$ cat config.mk
export PLATFORM = sky130hd
export DESIGN_NAME = paddle_ctrl
export DESIGN_NICKNAME = d
export VERILOG_FILES = /design/src/rtl/paddle_ctrl.sv
export SDC_FILE = /design/constraint.sdc
export NUM_CORES = 1
export LEC_CHECK = 0
export CELL_PAD_IN_SITES_DETAIL_PLACEMENT = 0
export CELL_PAD_IN_SITES_GLOBAL_PLACEMENT = 1
export CORE_MARGIN = 5
export CORE_UTILIZATION = 43
export DETAILED_ROUTE_END_ITERATION = 10
export GPL_ROUTABILITY_DRIVEN = 0
export PLACE_DENSITY_LB_ADDON = 0.1
export SETUP_SLACK_MARGIN = 0.05
export SYNTH_ARGS = -nofsm -noshare
export SYNTH_HDL_FRONTEND = slang
export SYNTH_SLANG_ARGS = --single-unit
$ cat constraint.sdc
create_clock -name clk -period 4.1 [get_ports clk]
set_clock_uncertainty 0.15 [all_clocks]
set_input_delay 0.82 -clock clk [delete_from_list [all_inputs] [get_ports clk]]
set_output_delay 0.82 -clock clk [all_outputs]
set_load 0.02 [all_outputs]
$ cat src/rtl/paddle_ctrl.sv
// Pong paddle input sequencer: button sync/debounce, idle/run/paused FSM,
// and one-cycle per-frame move strobes for both paddles.
//
// Ports:
//   clk, rst            clock, async active-high reset
//   frame_tick          one-cycle pulse per video frame
//   btn_p1_up/dn        raw player-1 buttons
//   btn_p2_up/dn        raw player-2 buttons (ignored with PADDLE_AI_EN)
//   btn_pause           raw pause/start button
//   ball_y, p2_y        ball and paddle-2 top y (used with PADDLE_AI_EN)
//   p1_move_up/down     paddle-1 move strobes
//   p2_move_up/down     paddle-2 move strobes
//   paused              high in IDLE and PAUSED
//
// Build option: define PADDLE_AI_EN to let paddle 2 track the ball.
module paddle_ctrl #(
  parameter int DEBOUNCE_CYCLES = 250000,
  parameter int PADDLE_HEIGHT   = 60,
  parameter int AI_DEADBAND     = 4
) (
  input  logic       clk,
  input  logic       rst,
  input  logic       frame_tick,
  input  logic       btn_p1_up,
  input  logic       btn_p1_dn,
  input  logic       btn_p2_up,
  input  logic       btn_p2_dn,
  input  logic       btn_pause,
  input  logic [9:0] ball_y,
  input  logic [9:0] p2_y,
  output logic       p1_move_up,
  output logic       p1_move_down,
  output logic       p2_move_up,
  output logic       p2_move_down,
  output logic       paused
);

  localparam int CW = $clog2(DEBOUNCE_CYCLES);
  localparam logic [CW-1:0] CMAX = CW'(DEBOUNCE_CYCLES - 1);

  typedef enum logic [1:0] {
    IDLE,
    RUN,
    PAUSED
  } state_t;

  // Bit order: 0 p1_up, 1 p1_dn, 2 p2_up, 3 p2_dn, 4 pause
  logic [4:0]    raw;
  logic [4:0]    s1;
  logic [4:0]    s2;
  logic [4:0]    stable;
  logic [4:0]    stable_q;
  logic [4:0]    rise;
  logic [CW-1:0] cnt [5];

  state_t state;
  state_t nxt;

  logic start;
  logic go;
  logic p1_up;
  logic p1_dn;
  logic p2_up;
  logic p2_dn;

  assign raw = {btn_pause, btn_p2_dn, btn_p2_up,
                btn_p1_dn, btn_p1_up};

  always_ff @(posedge clk or posedge rst) begin
    if (rst) begin
      s1       <= '0;
      s2       <= '0;
      stable   <= '0;
      stable_q <= '0;
      for (int i = 0; i < 5; i++) cnt[i] <= '0;
    end else begin
      s1       <= raw;
      s2       <= s1;
      stable_q <= stable;
      for (int i = 0; i < 5; i++) begin
        if (s2[i] == stable[i]) begin
          cnt[i] <= '0;
        end else if (cnt[i] == CMAX) begin
          stable[i] <= s2[i];
          cnt[i]    <= '0;
        end else begin
          cnt[i] <= cnt[i] + 1'b1;
        end
      end
    end
  end

  assign rise  = stable & ~stable_q;
  assign p1_up = stable[0] & ~stable[1];
  assign p1_dn = stable[1] & ~stable[0];

`ifdef PADDLE_AI_EN
  logic [10:0] center;
  logic [10:0] ball_w;
  logic        unused_p2_btn;

  assign center = {1'b0, p2_y} + 11'(PADDLE_HEIGHT / 2);
  assign ball_w = {1'b0, ball_y};
  assign p2_up  = (ball_w + 11'(AI_DEADBAND)) < center;
  assign p2_dn  = ball_w > (center + 11'(AI_DEADBAND));
  assign start  = |(rise & 5'b10011);
  assign unused_p2_btn = ^{stable[3:2], stable_q[3:2]};
`else
  logic unused_ai;

  assign p2_up = stable[2] & ~stable[3];
  assign p2_dn = stable[3] & ~stable[2];
  assign start = |rise;
  assign unused_ai = ^{ball_y, p2_y};
`endif

  always_comb begin
    nxt = state;
    unique case (state)
      IDLE:    if (start)   nxt = RUN;
      RUN:     if (rise[4]) nxt = PAUSED;
      PAUSED:  if (rise[4]) nxt = RUN;
      default: nxt = IDLE;
    endcase
  end

  // A pause/resume edge in the tick cycle suppresses that frame's move.
  assign go = frame_tick && (state == RUN) && (nxt == RUN);

  always_ff @(posedge clk or posedge rst) begin
    if (rst) begin
      state        <= IDLE;
      paused       <= 1'b1;
      p1_move_up   <= 1'b0;
      p1_move_down <= 1'b0;
      p2_move_up   <= 1'b0;
      p2_move_down <= 1'b0;
    end else begin
      state        <= nxt;
      paused       <= (nxt != RUN);
      p1_move_up   <= go & p1_up;
      p1_move_down <= go & p1_dn;
      p2_move_up   <= go & p2_up;
      p2_move_down <= go & p2_dn;
    end
  end

endmodule

==> summary.md <==
| Metric | Value |
|---|---|
| Worst-path cell chain | clkdlybuf4s50_1 |
| CP Depth | 1 |
| Simple-Gate Fraction of Synth Area | 0.250 |
| Hold WC Path Type | reg2reg |
| Die width | ~120 um |
| Final Hold Violating Endpoints | 0 |
| Resized cells post-CTS | 0 |
| First-pass GRT wire length | between 15000 and 20000 um |
| Critical path class | reg2out |
| HPWL after DPL | ~6700 um |
| PortBufs | 12 |
| # DRC | 0 |
| GRT Total Usage | 0.151 |
| Pin count of the biggest net entering global routing | 62 |
| CTS sink count | about 120 |
| Comb power frac | 0.026 |
| I/O pin total | 33 |
| Vias per cell | about 5.2 |
| Setup Viol. Count Final | 0 |
| Initial antenna violation count | 0 |
| Post-synth ARST share | 1.00 |
| Number of H-tree levels | 4 |
| First-pass DRT Iterations | 5 |
| Worst R2R Path Depth | 4 |
| Reg2Reg Setup Slack | 1.68 ns |
| Max Slew Vio Count | 0 |
| FF+latch count, synth | 117 |
| CTS Buffer Depth | 2 |
| Proportion of synthesized area in mux cells | 0.0102 |
| Most frequent cells in the layout | 116 x dfrtp_1, 92 x nor2_1, 46 x xnor2_1, 37 x nand3_1 |
| Clk pwr share | 0.554 |
| Share of layout cells above drive strength 1 | 0.0986 |
| Max-Cap Viols | 0 |
| Die H | 123 um |
| Synth Area in Compound Gates | 0.0542 |
| Cell Area, Synth | 0.00550 mm^2 |
| CP startpoint | paused |
| Reg-to-reg startpoint | cnt[54] |
| Worst-path clk slew | about 0.060 ns |
| Fmax | around 400 MHz |
| Area growth syn-to-layout | 17.0% |
| Peak VDD IR | about 0.28 mV |
| DRT iter0 DRCs | 245 |
| Synth Area in Adders | 0.0114 |
| CP max stage delay | 0.60 ns |
| Syn. warnings | 0 |
| Final instance area | 0.00643 mm^2 |
| Avg Synthesized Cell Area | 10.5 um^2 |
| FP Rows | between 40 and 50 |
| Seq pwr share | 0.419 |
| Net Sw Frac | 0.208 |
| CP bufs+invs | 1 |
| # Post-CTS Setup Buffers | 0 |
| Initial core utilization | 0.437 |
| Gate count of the mapped netlist | 523 |
| Main combinational cell family by area after synthesis | simple AND/OR/NAND/NOR gates |
| CP required | between 3 and 4 ns |
| Drt total wl | between 10000 and 15000 um |
| Worst setup endpoint | paused |
| R2r endpoint | cnt[63] |
| Outcome | finished, final reports clean |
| Final Total Pwr | 2.83 mW |
| Max transition margin | 0.332 |
| Synth Flop Type | dfrtp_1 |
| Psw | a little under 0.6 mW |
| Distinct cells, synth | 38 |
| Post-route setup TNS | 0 ns |
| CTS root buf | clkbuf_16 |
| Global route overflow | 0 |
| Crit share post-route | 0.615 |
| Post-synth EDFFs | 0 |
| Post-synthesis sequential area ratio | 0.533 |
| Placed Area | between 0.005 and 0.006 mm^2 |
| Largest delay share family, worst path | buffers and inverters |
| Critical Path AT | 1.55 ns |
| Leading cell type in the layout, fill and taps excluded | dfrtp_1 |
| Vias in the first global route | about 3800 |
| Nets | ~580 |
| Routed vias | ~3800 |
| Post-route antenna net violation count | 0 |
| CP Capture Type | output port |
| Routed WL per cell | ~14 um |
| Die area | between 0.015 and 0.02 mm^2 |
| Core footprint | approximately 0.013 mm^2 |
| RSZ-0062 raised after global routing | false |
| CP max FO | 1 |
| Setup crit start kind | flop |
| Crit-path slowest cell | clkdlybuf4s50_1 |
| CTS Buf Count | 17 |
| N_diodes | 0 |
| Int Power | ~2.2 mW |
| CTS tree | done |
| Lkg Pwr | about 2.6 nW |
| Power Dens Cells | roughly 440 mW/mm^2 |
| Final min period | about 2.5 ns |
| Later-pin clock latency in the skew report | between 0.4 and 0.5 ns |
| Hold_buf cts | 0 |
| Worst slew pin tran | 0.998 ns |
| Post-synthesis xor/xnor area fraction | 0.118 |
| Net count after synthesis | roughly 560 |
final cells by class:
class / count / area (um^2)
clock buffer: 19 / 453
multi-input combinational: 378 / 2440
fill: 1141 / 6140
timing repair buffer: 14 / 148
sequential: 117 / 2930
clock inverter: 13 / 180
inverter: 17 / 67.6
tap: 172 / 215
through the flow:
stage	instances	hold slack (ns)	util	setup WS, ns
floorplan	523	0.181	-	1.70
global placement	698	0.184	0.461	1.66
detailed placement	698	0.186	0.461	1.65
CTS	730	0.198	0.512	1.55
global route	730	0.212	0.512	1.49
finish	730	0.196	0.512	1.58
worst min path at each step:
| stage | from | end | slack [ns] | cells past startpoint |
|---|---|---|---|---|
| 2_1_floorplan | s1[0] | s2[0] | 0.18 | 0 |
| 3_3_place_gp | s1[1] | s2[1] | 0.18 | 0 |
| 3_5_place_dp | s1[2] | s2[2] | 0.19 | 0 |
| 4_1_cts | s1[3] | s2[3] | 0.20 | 0 |
| 5_1_grt | s1[4] | s2[4] | 0.21 | 0 |
| 6_report | s1[3] | s2[3] | 0.20 | 0 |
power by group through the flow:
stage	Combinational (mW)	Sequential (mW)	Clock, mW
floorplan	0.0559	1.20	0
global placement	0.0773	1.21	0
detailed placement	0.0783	1.21	0
CTS	0.0787	1.19	1.60
global route	0.0874	1.19	1.66
finish	0.0745	1.19	1.57
routing by layer:
metal  GRT usage  wire, um
met5           0         0
met3      0.0448       292
met2       0.238      4860
met4      0.0671       144
met1       0.192      4920
cells by family (layout without fill, tap and decap cells):
logic type               count (synthesis)  in the layout
flip-flops                             117            117
AO/OA/AOI/OAI                           33             33
multiplexers                             5              5
XOR/XNOR                                74             74
adder cells (fa/ha/maj)                  5              5
AND/OR/NAND/NOR                        261            261
buffers and inverters                   28             63
sequential cells by signal, summed over array words and instances, names as in the netlist:
signal / cells
paused: 1
s1: 5
p1_move_up: 1
p2_move_down: 1
state: 2
p1_move_down: 1
s2: 5
cnt: 90
stable_q: 5
stable: 5
p2_move_up: 1
cell usage after synthesis (4+ instances only):
master / instances / area (um^2)
nor3b_1: 4 / 30.0
clkbuf_1: 4 / 15.0
nor2_1: 92 / 345
ha_1: 5 / 62.6
o21ai_0: 8 / 40.0
xor2_1: 28 / 245
xnor2_1: 46 / 403
inv_1: 17 / 63.8
nor3_1: 13 / 65.1
o41ai_4: 5 / 138
a21oi_1: 13 / 65.1
nand3_1: 37 / 185
nand4_1: 20 / 125
mux2_2: 5 / 56.3
or4_1: 8 / 60.1
nand2_1: 28 / 105
or3_1: 7 / 43.8
nor4_1: 28 / 175
o31ai_1: 5 / 37.5
dfrtp_1: 116 / 2900
and4_1: 9 / 78.8
Power figures use the tool's default switching activity.
==> edit 1 (config.mk and constraints unchanged) <==
Build with the macro `PADDLE_AI_EN` defined.
--- a/src/rtl/paddle_ctrl.sv
+++ b/src/rtl/paddle_ctrl.sv
@@ -15,2 +15,4 @@
 // Build option: define PADDLE_AI_EN to let paddle 2 track the ball.
+`define PADDLE_AI_EN
+
 module paddle_ctrl #(
Check against the original RTL: no difference found for any inputs over 10 cycles, from zero or initial values and one cycle with rst high; that may be too few to reach the edited logic, so the function may still have changed.
==> edit 1 against the original RTL <==
Power is 48% lower. Final area down 26%. Highest routed layer unchanged. Hold slack gained 0.0035 ns. Area after synthesis fell by 26%. Sequential cell count decreased by 44. Largest cell class is now multi-input combinational cells. Worst setup slack lost 1.2 ns. Routed wire length fell by 25%. Sequential share of layout area decreased by 7.4 points.
==> edit 1: results <==
metrics = {
    "final_layout": {
        "buffers": 38,
        "buffer_area_share_pct": 7.789,
        "final_nets": 517,
        "design.seq.count": 73,
        "multi_input_area_share_pct": 45.11,
        "fillers": 894,
        "final-clk-cell-share_pct": 4.051,
    },
    "setup_path": {
        "arrival_ns": 3.84,
        "worstPathMaxFanout": 3,
        "crit_path_max_incr_delay_ns": 0.52,
    },
    "pwr": {
        "p_switching_mw": 0.3726,
        "powerDensity_mw_per_mm2": 305.9,
        "finalPower_mw": 1.464,
        "clkPwrFrac_pct": 37.5,
    },
    "sta": {
        "slew_headroom_pct": 49.35,
    },
    "drt": {
        "post_drt_wl_per_cell_um": 12.77,
        "routed-wl-met3_um": 280,
        "initialDrtViolationCount": 85,
        "wl_met1_um": 3673,
        "wl_met2_um": 3619,
    },
    "synth": {
        "synthAdderAreaFrac_pct": 7.643,
        "synthDistinctLibCells": 40,
        "synth_nets": 475,
        "avgSynthCellArea_um2": 9.698,
        "synth_compound_area_share_pct": 4.341,
    },
    "clock_network": {
        "cts_root_buf": "clkbuf_8",
        "h-tree-depth": 3,
    },
    "global_route": {
        "use_met2_pct": 23.31,
        "grt_pass1_vias": 2923,
    },
    "placement": {
        "portBuffers": 30,
    },
    "run_status": {
        "outcome": "complete, no violations",
    },
}
-- edit 1: cell count changes in the layout (fill, tap and decap cells not counted), sizes merged, moves of 6 or more --
cell	before	now
dfrtp	116	72
nor4	28	6
ha	5	25
clkdlybuf4s50	12	30
nor2	92	74
xnor2	46	29
nand4	23	10
xor2	28	39
and3	1	11
clkbuf	19	9
nand3	38	29
or4	9	0
or3	7	0
buf	2	8
-- edit 1: final timing paths --
check / startpoint / end / slack [ns] / cells after the start
worst max-delay path: p2_y[2] / p2_move_down$_DFF_PP0_ / 0.35 / 14
min in group asynchronous: rst / cnt[11]$_DFF_PP0_ / 0.78 / 2
worst min-delay path: s1[4]$_DFF_PP0_ / s2[4]$_DFF_PP0_ / 0.20 / 0
worst max register to register: cnt[82]$_DFF_PP0_ / cnt[85]$_DFF_PP0_ / 1.87 / 5
worst min register to register: s1[4]$_DFF_PP0_ / s2[4]$_DFF_PP0_ / 0.20 / 0
max in group asynchronous: rst / paused$_DFF_PP1_ / 2.30 / 3
==> edit 2 (same flow settings) <==
Made on the original files. Put one more register stage on the output `p2_move_down`, with the module's reset. The value now appears one clock later. The other outputs are not delayed to match.
--- a/src/rtl/paddle_ctrl.sv
+++ b/src/rtl/paddle_ctrl.sv
@@ -45,2 +45,4 @@
   } state_t;
+
+  logic p2_move_down_s0;
 
@@ -136,3 +138,3 @@
       p2_move_up   <= 1'b0;
-      p2_move_down <= 1'b0;
+      p2_move_down_s0 <= 1'b0;
     end else begin
@@ -143,3 +145,11 @@
       p2_move_up   <= go & p2_up;
-      p2_move_down <= go & p2_dn;
+      p2_move_down_s0 <= go & p2_dn;
+    end
+  end
+
+  always_ff @(posedge clk or posedge rst) begin
+    if (rst) begin
+      p2_move_down <= '0;
+    end else begin
+      p2_move_down <= p2_move_down_s0;
     end
Function: same outputs for any inputs over 10 cycles, from zero or initial values and one cycle with rst high; that may be too few to reach the edited logic, so the function may still have changed.
==> edit 2 against the original RTL <==
Global-route usage rose by 0.35 points. Power is 0.33% lower. Area after synthesis is 0.46% higher. Worst setup slack better by 0.015 ns. Maximum frequency is 0.58% higher. Highest routed layer unchanged. Final area grew 0.33%. Cell count up 0.14%. Register-to-register slack improved by 0.02 ns. Count of clock-buffer cells in the layout is 5 higher. Sequential cell count is 1 higher. Routed wire length grew 0.98%.
==> edit 2: results <==
metrics = {
    "sta": {
        "slew_headroom_pct": 32.64,
    },
    "global_route": {
        "antenna_found_initial": 0,
        "globalRouteTotalUtil_pct": 15.42,
        "grt_pass1_wl_um": 18240,
        "grt_pass1_vias": 3812,
        "grt_max_degree": 66,
    },
    "clock_network": {
        "cts_buffers": 17,
        "cts_root_buf": "clkbuf_16",
        "insertion_delay_ns": 0.41,
        "cts.repair.resized": 0,
        "clk_pin_slew_ns": 0.05,
        "clk_path_buf_depth": 2,
        "hold_buffers": 0,
        "post-cts-setup-buffers": 0,
        "h-tree-depth": 4,
    },
    "drt": {
        "via_per_inst": 5.212,
        "initialDrtViolationCount": 302,
        "dr.pass1.iters": 4,
        "drt-total-wl_um": 10320,
    },
    "setup_path": {
        "critical_path.slowest_cell": "clkdlybuf4s50_1",
        "arrival_ns": 1.54,
        "worstPathMaxFanout": 1,
        "crit_family": "buffers and inverters",
        "crit_path_max_incr_delay_ns": 0.60,
    },
    "synth": {
        "synthTopCellsByCount": "dfrtp_1, nor2_1, xnor2_1",
        "ys_top_cells_by_area": "dfrtp_1, xnor2_1, nor2_1",
        "yosys_warnings": 0,
        "ys_seq_area_share_pct": 53.49,
        "async_reset_ff_share_pct": 100.0,
        "synth_nets": 557,
    },
    "final_layout": {
        "final_nets": 579,
        "largest_reg_flops": 90,
        "drive_gt1_share_pct": 9.660,
    },
    "placement": {
        "portBuffers": 12,
        "dpl.hpwl_um": 6657,
        "pre_cts_ws_ns": 1.663,
    },
    "hold_path": {
        "holdCritPathClass": "reg2reg",
    },
    "pwr": {
        "p_leak_nw": 2.656,
        "peakVddDrop_uv": 287.2,
    },
    "run_status": {
        "outcome": "complete, no violations",
    },
}
edit 2: cell types whose count changed after synthesis, sizes merged:
cell	change
dfrtp	+1
edit 2: cell type report:
cell class | count | area [um^2]
Clock inverter | 8 | 117.6
Tap cell | 172 | 215.2
Sequential cell | 118 | 2954
Clock buffer | 24 | 511.7
Timing Repair Buffer | 14 | 147.6
Fill cell | 1193 | 6168
Multi-Input combinational cell | 378 | 2437
Inverter | 17 | 67.56
edit 2: through the flow:
step	utilization, %	cells	cell area (um^2)	hold slack [ns]
4_1_cts	51.12	731	6451	0.1953
2_1_floorplan	-	524	5527	0.1812
3_3_place_gp	46.13	699	5822	0.1824
6_report	51.12	731	6451	0.1907
3_5_place_dp	46.13	699	5822	0.1847
5_1_grt	51.12	731	6451	0.1973
edit 2: worst reg2reg max path, stage by stage (launching register included):
cell and delay [ns]:
dfrtp_1 0.47, nor4_1 0.29, nand4_1 0.22, o41ai_4 0.96, nor2_1 0.14
edit 2: per-layer routing:
layer  part of all wire (%)  track usage (%)  vias up
met5                      0                0        -
met4                    1.7            6.920        0
met3                    2.7            4.803       13
met2                     45            22.63       41
met1                     50            20.95     1854
li1                       -                -     1902
edit 2: power breakdown:
part / total [mW] / internal [mW] / leakage [nW] / switching, mW
Combinational: 0.0748 / 0.0253 / 0.734 / 0.0496
Clock: 1.55 / 1.05 / 0.312 / 0.503
Sequential: 1.20 / 1.18 / 1.61 / 0.0148
edit 2: path summary, 6_finish.rpt:
path	startpoint	end	slack [ns]	cells after the start
max	paused$_DFF_PP1_	paused	1.59	1
max reg2reg	cnt[42]$_DFF_PP0_	cnt[48]$_DFF_PP0_	1.70	4
min	p2_move_down_s0$_DFF_PP0_	p2_move_down$_DFF_PP0_	0.19	0
min in group asynchronous	rst	s1[2]$_DFF_PP0_	0.67	2
min reg2reg	p2_move_down_s0$_DFF_PP0_	p2_move_down$_DFF_PP0_	0.19	0
max in group asynchronous	rst	paused$_DFF_PP1_	2.33	3
edit 2: kinds of logic (layout without fill, tap and decap cells):
| logic type | Yosys count | count (layout) | share of synthesized area, % |
|---|---|---|---|
| AOI/OAI and AO/OA | 33 | 33 | 5.392 |
| DFF | 118 | 118 | 53.49 |
| and+or+nand+nor | 261 | 261 | 24.85 |
| xor gates and xnor gates | 74 | 74 | 11.74 |
| buffers and inverters | 28 | 63 | 2.379 |
| muxes | 5 | 5 | 1.019 |
| adders and majority gates | 5 | 5 | 1.133 |
